`config.mk`:
```
export PLATFORM = sky130hd
export DESIGN_NAME = dispatch_steer_flat
export DESIGN_NICKNAME = d
export VERILOG_FILES = /design/src/rtl/dispatch_steer_if.sv /design/src/rtl/dispatch_steer.sv /design/src/flat_wrapper.sv
export SDC_FILE = /design/constraint.sdc
export NUM_CORES = 1
export LEC_CHECK = 0
export ABC_CLOCK_PERIOD_IN_PS = 9250
export BUFFER_PORTS_ARGS = -buffer_cell sky130_fd_sc_hd__clkbuf_2
export CAP_MARGIN = 10
export CORE_MARGIN = 1.5
export CORE_UTILIZATION = 40
export CTS_CLUSTER_DIAMETER = 120
export DETAILED_ROUTE_END_ITERATION = 10
export PLACE_DENSITY_LB_ADDON = 0.1
export SLEW_MARGIN = 10
export SYNTH_ARGS = -nofsm -noshare
export SYNTH_HDL_FRONTEND = slang
export SYNTH_SLANG_ARGS = --single-unit
```
`constraint.sdc`:
```
create_clock -name clk_i -period 9.25 [get_ports clk_i]
set_input_delay 0.925 -clock clk_i [delete_from_list [all_inputs] [get_ports clk_i]]
set_output_delay 0.925 -clock clk_i [all_outputs]
set_load 0.03 [all_outputs]
```
`src/rtl/dispatch_steer_if.sv`:
```
//------------------------------------------------------------------------------
// Module   : dispatch_steer_if
// Purpose  : Decoder-side push bus, unit issue ports and idle status for dispatch_steer.
// Revision : 1.0
//------------------------------------------------------------------------------
`default_nettype none

interface dispatch_steer_if #(
  parameter int DEPTH = 4,
  parameter int TAGW  = 6
);
  logic                   in_valid_i;
  logic                   in_ready_o;
  logic [TAGW-1:0]        in_tag_i;
  logic                   in_alu_i;
  logic                   in_alu0_i;
  logic                   in_fpu_i;
  logic                   in_mem_i;
  logic                   in_fc_i;
  logic                   in_sync_i;
  logic                   in_fsync_i;
  logic                   in_memsb_i;
  logic                   in_memdb_i;
  logic                   alu0_valid_o;
  logic                   alu1_valid_o;
  logic                   fpu_valid_o;
  logic                   mem_valid_o;
  logic                   fc_valid_o;
  logic                   alu0_ready_i;
  logic                   alu1_ready_i;
  logic                   fpu_ready_i;
  logic                   mem_ready_i;
  logic                   fc_ready_i;
  logic [TAGW-1:0]        out_tag_o;
  logic                   all_idle_i;
  logic                   fpu_idle_i;
  logic                   mem_idle_i;
  logic                   barrier_stall_o;
  logic [$clog2(DEPTH):0] count_o;

  modport slave (
    input  in_valid_i, in_tag_i,
    input  in_alu_i, in_alu0_i, in_fpu_i, in_mem_i, in_fc_i,
    input  in_sync_i, in_fsync_i, in_memsb_i, in_memdb_i,
    input  alu0_ready_i, alu1_ready_i, fpu_ready_i, mem_ready_i, fc_ready_i,
    input  all_idle_i, fpu_idle_i, mem_idle_i,
    output in_ready_o,
    output alu0_valid_o, alu1_valid_o, fpu_valid_o, mem_valid_o, fc_valid_o,
    output out_tag_o, barrier_stall_o, count_o
  );

  modport master (
    output in_valid_i, in_tag_i,
    output in_alu_i, in_alu0_i, in_fpu_i, in_mem_i, in_fc_i,
    output in_sync_i, in_fsync_i, in_memsb_i, in_memdb_i,
    output alu0_ready_i, alu1_ready_i, fpu_ready_i, mem_ready_i, fc_ready_i,
    output all_idle_i, fpu_idle_i, mem_idle_i,
    input  in_ready_o,
    input  alu0_valid_o, alu1_valid_o, fpu_valid_o, mem_valid_o, fc_valid_o,
    input  out_tag_o, barrier_stall_o, count_o
  );
endinterface

`default_nettype wire

```
`src/rtl/dispatch_steer.sv`:
```
//------------------------------------------------------------------------------
// Module   : dispatch_steer
// Purpose  : In-order dispatch FIFO steering each head entry to one unit port,
//            holding SYNC/FSYNC/MEMSB/MEMDB barriers until their units drain.
// Revision : 1.0
//------------------------------------------------------------------------------
`default_nettype none

module dispatch_steer #(
  parameter int DEPTH = 4,
  parameter int TAGW  = 6
) (
  input  wire logic        clk_i,
  input  wire logic        rst_ni,
  dispatch_steer_if.slave  bus
);

  localparam int PW = $clog2(DEPTH);
  localparam int CW = PW + 1;
  localparam int FW = 9;

  localparam logic [0:0] ST_RUN   = 1'b0;
  localparam logic [0:0] ST_BWAIT = 1'b1;

  // Flag layout: {sync, fsync, memsb, memdb, fc, mem, fpu, alu0, alu}
  logic [TAGW-1:0] r_tag_mem  [DEPTH];
  logic [FW-1:0]   r_flag_mem [DEPTH];
  logic [PW-1:0]   r_rd_ptr;
  logic [PW-1:0]   r_wr_ptr;
  logic [CW-1:0]   r_count;
  logic [0:0]      r_st;
  logic [0:0]      w_st_nxt;

  logic          w_empty;
  logic          w_in_ready;
  logic          w_push;
  logic          w_pop;
  logic [FW-1:0] w_head;
  logic          w_barrier;
  logic          w_cond;
  logic          w_nop;
  logic          w_handshake;
  logic          w_alu0_v;
  logic          w_alu1_v;
  logic          w_fpu_v;
  logic          w_mem_v;
  logic          w_fc_v;
  logic          w_stall;

  assign w_empty    = (r_count == '0);
  assign w_in_ready = (r_count != CW'(DEPTH));
  assign w_push     = bus.in_valid_i & w_in_ready;
  assign w_head     = r_flag_mem[r_rd_ptr];

  assign w_barrier = |w_head[8:5];
  assign w_nop     = (w_head == '0);
  assign w_cond    = w_head[8] ? bus.all_idle_i :
                     w_head[7] ? bus.fpu_idle_i : bus.mem_idle_i;

  assign w_handshake = (w_alu0_v & bus.alu0_ready_i) | (w_alu1_v & bus.alu1_ready_i) |
                       (w_fpu_v  & bus.fpu_ready_i)  | (w_mem_v  & bus.mem_ready_i)  |
                       (w_fc_v   & bus.fc_ready_i);

  assign w_pop = !w_empty & (w_barrier ? w_cond : (w_nop | w_handshake));

  // Storage is cleared on reset so the idle tag reads as zero.
  always_ff @(posedge clk_i or negedge rst_ni) begin
    if (!rst_ni) begin
      for (int i = 0; i < DEPTH; i++) begin
        r_tag_mem[i]  <= '0;
        r_flag_mem[i] <= '0;
      end
    end else if (w_push) begin
      r_tag_mem[r_wr_ptr]  <= bus.in_tag_i;
      r_flag_mem[r_wr_ptr] <= {bus.in_sync_i, bus.in_fsync_i, bus.in_memsb_i, bus.in_memdb_i,
                               bus.in_fc_i, bus.in_mem_i, bus.in_fpu_i, bus.in_alu0_i,
                               bus.in_alu_i};
    end
  end

  always_ff @(posedge clk_i or negedge rst_ni) begin
    if (!rst_ni) begin
      r_rd_ptr <= '0;
      r_wr_ptr <= '0;
      r_count  <= '0;
    end else begin
      if (w_push) r_wr_ptr <= r_wr_ptr + PW'(1);
      if (w_pop)  r_rd_ptr <= r_rd_ptr + PW'(1);
      case ({w_push, w_pop})
        2'b10:   r_count <= r_count + CW'(1);
        2'b01:   r_count <= r_count - CW'(1);
        default: r_count <= r_count;
      endcase
    end
  end

  always_ff @(posedge clk_i or negedge rst_ni) begin
    if (!rst_ni) r_st <= ST_RUN;
    else         r_st <= w_st_nxt;
  end

  always_comb begin
    w_st_nxt = r_st;
    case (r_st)
      ST_RUN:   if (!w_empty && w_barrier && !w_cond) w_st_nxt = ST_BWAIT;
      ST_BWAIT: if (w_cond) w_st_nxt = ST_RUN;
      default:  w_st_nxt = ST_RUN;
    endcase
  end

  // Generic ALU valid looks at both readies: ALU1 by default, ALU0 only when ALU1 is busy.
  always_comb begin
    w_alu0_v = 1'b0;
    w_alu1_v = 1'b0;
    w_fpu_v  = 1'b0;
    w_mem_v  = 1'b0;
    w_fc_v   = 1'b0;
    w_stall  = 1'b0;
    if (!w_empty) begin
      if (w_barrier) begin
        w_stall = !w_cond;
      end else if (r_st == ST_RUN) begin
        if (w_head[4])      w_fc_v   = 1'b1;
        else if (w_head[3]) w_mem_v  = 1'b1;
        else if (w_head[2]) w_fpu_v  = 1'b1;
        else if (w_head[1]) w_alu0_v = 1'b1;
        else if (w_head[0]) begin
          if (!bus.alu1_ready_i && bus.alu0_ready_i) w_alu0_v = 1'b1;
          else                                        w_alu1_v = 1'b1;
        end
      end
    end
  end

  assign bus.in_ready_o      = w_in_ready;
  assign bus.alu0_valid_o    = w_alu0_v;
  assign bus.alu1_valid_o    = w_alu1_v;
  assign bus.fpu_valid_o     = w_fpu_v;
  assign bus.mem_valid_o     = w_mem_v;
  assign bus.fc_valid_o      = w_fc_v;
  assign bus.out_tag_o       = r_tag_mem[r_rd_ptr];
  assign bus.barrier_stall_o = w_stall;
  assign bus.count_o         = r_count;

endmodule

`default_nettype wire

```
`src/flat_wrapper.sv`:
```
// flat-port wrapper written by rule: the top's interface ports become plain ports
module dispatch_steer_flat 
#(
  parameter int DEPTH = 4,
  parameter int TAGW  = 6
)
  (clk_i, rst_ni, bus_in_valid_i, bus_in_tag_i, bus_in_alu_i, bus_in_alu0_i, bus_in_fpu_i, bus_in_mem_i, bus_in_fc_i, bus_in_sync_i, bus_in_fsync_i, bus_in_memsb_i, bus_in_memdb_i, bus_alu0_ready_i, bus_alu1_ready_i, bus_fpu_ready_i, bus_mem_ready_i, bus_fc_ready_i, bus_all_idle_i, bus_fpu_idle_i, bus_mem_idle_i, bus_in_ready_o, bus_alu0_valid_o, bus_alu1_valid_o, bus_fpu_valid_o, bus_mem_valid_o, bus_fc_valid_o, bus_out_tag_o, bus_barrier_stall_o, bus_count_o);
  dispatch_steer_if #(.DEPTH(DEPTH), .TAGW(TAGW)) bus_i ();
  input  wire logic clk_i;
  input  wire logic rst_ni;
  input wire logic [$bits(bus_i.in_valid_i)-1:0] bus_in_valid_i;
  input wire logic [$bits(bus_i.in_tag_i)-1:0] bus_in_tag_i;
  input wire logic [$bits(bus_i.in_alu_i)-1:0] bus_in_alu_i;
  input wire logic [$bits(bus_i.in_alu0_i)-1:0] bus_in_alu0_i;
  input wire logic [$bits(bus_i.in_fpu_i)-1:0] bus_in_fpu_i;
  input wire logic [$bits(bus_i.in_mem_i)-1:0] bus_in_mem_i;
  input wire logic [$bits(bus_i.in_fc_i)-1:0] bus_in_fc_i;
  input wire logic [$bits(bus_i.in_sync_i)-1:0] bus_in_sync_i;
  input wire logic [$bits(bus_i.in_fsync_i)-1:0] bus_in_fsync_i;
  input wire logic [$bits(bus_i.in_memsb_i)-1:0] bus_in_memsb_i;
  input wire logic [$bits(bus_i.in_memdb_i)-1:0] bus_in_memdb_i;
  input wire logic [$bits(bus_i.alu0_ready_i)-1:0] bus_alu0_ready_i;
  input wire logic [$bits(bus_i.alu1_ready_i)-1:0] bus_alu1_ready_i;
  input wire logic [$bits(bus_i.fpu_ready_i)-1:0] bus_fpu_ready_i;
  input wire logic [$bits(bus_i.mem_ready_i)-1:0] bus_mem_ready_i;
  input wire logic [$bits(bus_i.fc_ready_i)-1:0] bus_fc_ready_i;
  input wire logic [$bits(bus_i.all_idle_i)-1:0] bus_all_idle_i;
  input wire logic [$bits(bus_i.fpu_idle_i)-1:0] bus_fpu_idle_i;
  input wire logic [$bits(bus_i.mem_idle_i)-1:0] bus_mem_idle_i;
  output wire logic [$bits(bus_i.in_ready_o)-1:0] bus_in_ready_o;
  output wire logic [$bits(bus_i.alu0_valid_o)-1:0] bus_alu0_valid_o;
  output wire logic [$bits(bus_i.alu1_valid_o)-1:0] bus_alu1_valid_o;
  output wire logic [$bits(bus_i.fpu_valid_o)-1:0] bus_fpu_valid_o;
  output wire logic [$bits(bus_i.mem_valid_o)-1:0] bus_mem_valid_o;
  output wire logic [$bits(bus_i.fc_valid_o)-1:0] bus_fc_valid_o;
  output wire logic [$bits(bus_i.out_tag_o)-1:0] bus_out_tag_o;
  output wire logic [$bits(bus_i.barrier_stall_o)-1:0] bus_barrier_stall_o;
  output wire logic [$bits(bus_i.count_o)-1:0] bus_count_o;
  assign bus_i.in_valid_i = bus_in_valid_i;
  assign bus_i.in_tag_i = bus_in_tag_i;
  assign bus_i.in_alu_i = bus_in_alu_i;
  assign bus_i.in_alu0_i = bus_in_alu0_i;
  assign bus_i.in_fpu_i = bus_in_fpu_i;
  assign bus_i.in_mem_i = bus_in_mem_i;
  assign bus_i.in_fc_i = bus_in_fc_i;
  assign bus_i.in_sync_i = bus_in_sync_i;
  assign bus_i.in_fsync_i = bus_in_fsync_i;
  assign bus_i.in_memsb_i = bus_in_memsb_i;
  assign bus_i.in_memdb_i = bus_in_memdb_i;
  assign bus_i.alu0_ready_i = bus_alu0_ready_i;
  assign bus_i.alu1_ready_i = bus_alu1_ready_i;
  assign bus_i.fpu_ready_i = bus_fpu_ready_i;
  assign bus_i.mem_ready_i = bus_mem_ready_i;
  assign bus_i.fc_ready_i = bus_fc_ready_i;
  assign bus_i.all_idle_i = bus_all_idle_i;
  assign bus_i.fpu_idle_i = bus_fpu_idle_i;
  assign bus_i.mem_idle_i = bus_mem_idle_i;
  assign bus_in_ready_o = bus_i.in_ready_o;
  assign bus_alu0_valid_o = bus_i.alu0_valid_o;
  assign bus_alu1_valid_o = bus_i.alu1_valid_o;
  assign bus_fpu_valid_o = bus_i.fpu_valid_o;
  assign bus_mem_valid_o = bus_i.mem_valid_o;
  assign bus_fc_valid_o = bus_i.fc_valid_o;
  assign bus_out_tag_o = bus_i.out_tag_o;
  assign bus_barrier_stall_o = bus_i.barrier_stall_o;
  assign bus_count_o = bus_i.count_o;
  dispatch_steer #(.DEPTH(DEPTH), .TAGW(TAGW)) u_core (.clk_i(clk_i), .rst_ni(rst_ni), .bus(bus_i));
endmodule
```
==> summary.md <==
| Metric | Value |
|---|---|
| Status | `completed` |
| Core area | `0.007807 mm2` |
| Number of routed nets with antenna violations | `0` |
| Layout Skew | `0.009429 ns` |
| Clk root buf | `clkbuf_8` |
| DIE WIDTH | `93.24 um` |
| Standard-cell row count | `32` |
| Static Leak | `1.669 nW` |
| Initial antenna violation count | `0` |
| Reg-to-reg critical path startpoint | `u_core.r_rd_ptr[0]$_DFFE_PN0P_` |
| GP Congestion | `0.7041` |
| CP Launch Type | `flip-flop` |
| WS Path Type | `flip-flop to output port` |
| Least-Margin Pin Slew | `0.9626 ns` |
| Yosys warns | `0` |
| IO Port Bufs | `41` |
| Hold Path Stages | `1` |
| Slew Viols, Final | `0` |
| Min-delay worst type | `flip-flop to flip-flop` |
| Max-cap violations | `0` |
| Post-synth top cells | `dfrtp_1 (68), mux2_2 (60), nor2_1 (11)` |
| Synthesized net count | `251` |
| Post-CTS Setup Bufs | `0` |
| Ys async rst share | `1.000` |
| Final setup fails | `0` |
| Synthesized instance count | `219` |
| Vias in the first global route | `1,963` |
| Final HPWL DP | `4.017 mm` |
| CP startpoint | `u_core.r_rd_ptr[0]$_DFFE_PN0P_` |
| Fmax | `256.5 MHz` |
| Htree depth | `3` |
| Largest cells by area after synthesis | `dfrtp_1 (52%), mux2_2 (21%), mux4_2 (6.9%), mux4_1 (4.0%), ha_1 (1.9%)` |
| Largest area contributor in the netlist | `dfrtp_1` |
| Remaining global-route overflow | `0` |
| Post-route DRC | `0` |
| Critical path arrival | `2.97 ns` |
| Sequential-to-total area share from yosys stat | `0.5225` |
| Layout Cells excl Fill | `370` |
| Tcrit/Tclk final | `0.4215` |
| Crit path max-delay cell type | `dfrtp_1` |
| Post-CTS Hold Fix Bufs | `0` |
| Post_cts resized | `0` |
| Clock sink count | `68` |
| Hold_ws | `0.4997 ns` |
| CTS Buf Count | `9` |
| Min-delay src | `u_core.r_flag_mem[35]$_DFFE_PN0P_` |
| Worst Path Max Fanout | `15` |
| CP peak stage delay | `0.97 ns` |
| First-pass GRT wire length | `10.34 mm` |
| Power Total | `1.494 mW` |
| CTS clk-pin slew, worst paths | `0.07 ns` |
| DRT Pass-1 Iters | `4` |
| Synthesized cell area | `0.003257 mm2` |
| Syn_area_per_cell | `14.87 um2` |
| DRT Wirelength | `6.400 mm` |
| RSZ-0062 raised after global routing | `false` |
| Vias post-DR | `1,927` |
| Fin nets | `295` |
| DR vias/cell | `5.208` |
| Final hold viol count | `0` |
| Prevailing post-synth register cell | `dfrtp_1` |
| Clock buffer depth | `2` |
| Setup crit end kind | `output port` |
| Count leader, synth | `dfrtp_1` |
| All-Layer GR Usage | `0.1620` |
| Post-synth EDFFs | `0` |
| Antenna diode count | `0` |
| Cell count after placement | `354` |
| Layout cells sized above 1 | `0.5000` |
| Largest net degree at the start of global routing | `69` |
| Power Density | `401.9 mW/mm2` |
| Slew headroom | `0.3582` |
| CTS tree | `built` |
| Yosys reg bits | `68` |
| Worst-Skew Late Latency | `0.35 ns` |
| Crit path cell chain | `mux4_2, nor3_2, nand4_1, nor4b_1, clkbuf_2` |
| Fin crit period | `3.899 ns` |
| Peak VDD IR | `0.0001802 V` |
| Die Y | `93.24 um` |
| Worst EP required | `8.33 ns` |
| Area Overhead vs Synth | `14.18%` |
| Setup TNS | `0 ns` |
| Cell depth of the worst flop-to-flop path | `11` |
| Share of the synthesized area in the top cell type | `0.5225` |
| DRT iter0 DRCs | `59` |
| Distinct cells, synth | `38` |
| Starting Density | `0.4171` |
| Die Area | `0.008693 mm2` |
| IO Pins | `42` |
| Drt wl/cell | `17.30 um` |
cell usage in the layout, fill, tap and decap left out, drive strengths merged, types with 4 or more instances in the layout:
cell type	netlist	routed
ha	5	5
nor2	11	11
dfrtp	68	68
mux4	15	15
inv	9	9
clkbuf	6	50
mux2	60	60
clkinv	0	4
nand2	6	6
where the power goes:
group          internal (mW)  leakage (nW)  switching [mW]  total, mW
sequential             0.454         0.806           0.111      0.565
combinational          0.357         0.766           0.333      0.690
clock                  0.124        0.0962           0.115      0.240
worst paths after layout:
check,to,slack (ns)
setup reg to reg,u_core.bus.count_o[2]$_DFFE_PN0P_,5.49
hold / removal,u_core.r_flag_mem[35]$_DFFE_PN0P_,0.50
setup / recovery,bus_alu1_valid_o,5.35
hold reg to reg,u_core.r_flag_mem[35]$_DFFE_PN0P_,0.50
min in group asynchronous,u_core.r_tag_mem[18]$_DFFE_PN0P_,0.79
max in group asynchronous,u_core.r_flag_mem[28]$_DFFE_PN0P_,7.91
critical path: cells and delay by family (launching register included):
family        cells  cell delay [ns]
buf+inv           1             0.27
simple gates      3             0.72
flops             1             0.97
mux               1             0.66
sequential cells by signal, summed over array words and instances (netlist names):
signal and flops:
u_core.r_tag_mem 24, u_core.bus.count_o 3, u_core.r_rd_ptr 2, u_core.r_st 1, u_core.r_wr_ptr 2, u_core.r_flag_mem 36
metal layers:
metal / global-route usage / up-vias / wire length (um)
li1: - / 883 / -
met1: 0.2098 / 1009 / 3056
met2: 0.2512 / 28 / 3004
met3: 0.05122 / 7 / 255
met4: 0.06692 / 0 / 83
met5: 0 / - / 0
per-stage QoR:
stage	worst slack (ns)	util	area, um2
floorplan	5.927	-	3257
global placement	5.515	0.4516	3526
detailed placement	5.456	0.4516	3526
CTS	5.302	0.4763	3719
global route	5.144	0.4763	3719
finish	5.351	0.4763	3719
cells by family (layout without fill, tap and decap cells):
logic type | after synthesis | after routing | share of synthesized area
fa+ha+maj | 6 | 6 | 0.02536
simple gates | 35 | 35 | 0.06070
compound gates | 9 | 9 | 0.01998
flops | 68 | 68 | 0.5225
mux | 77 | 77 | 0.3231
buf+inv | 18 | 67 | 0.03227
xor+xnor | 6 | 6 | 0.01614
cell type report:
class / count / area (um2)
fillers: 740 / 4089
flip-flops and latches: 68 / 1702
multi-input cells: 133 / 1450
repair buffers: 42 / 212.7
clock buffers: 10 / 127.6
well taps: 102 / 127.6
clock inverters: 6 / 65.06
inverters: 9 / 33.78
Power figures use the tool's default switching activity.
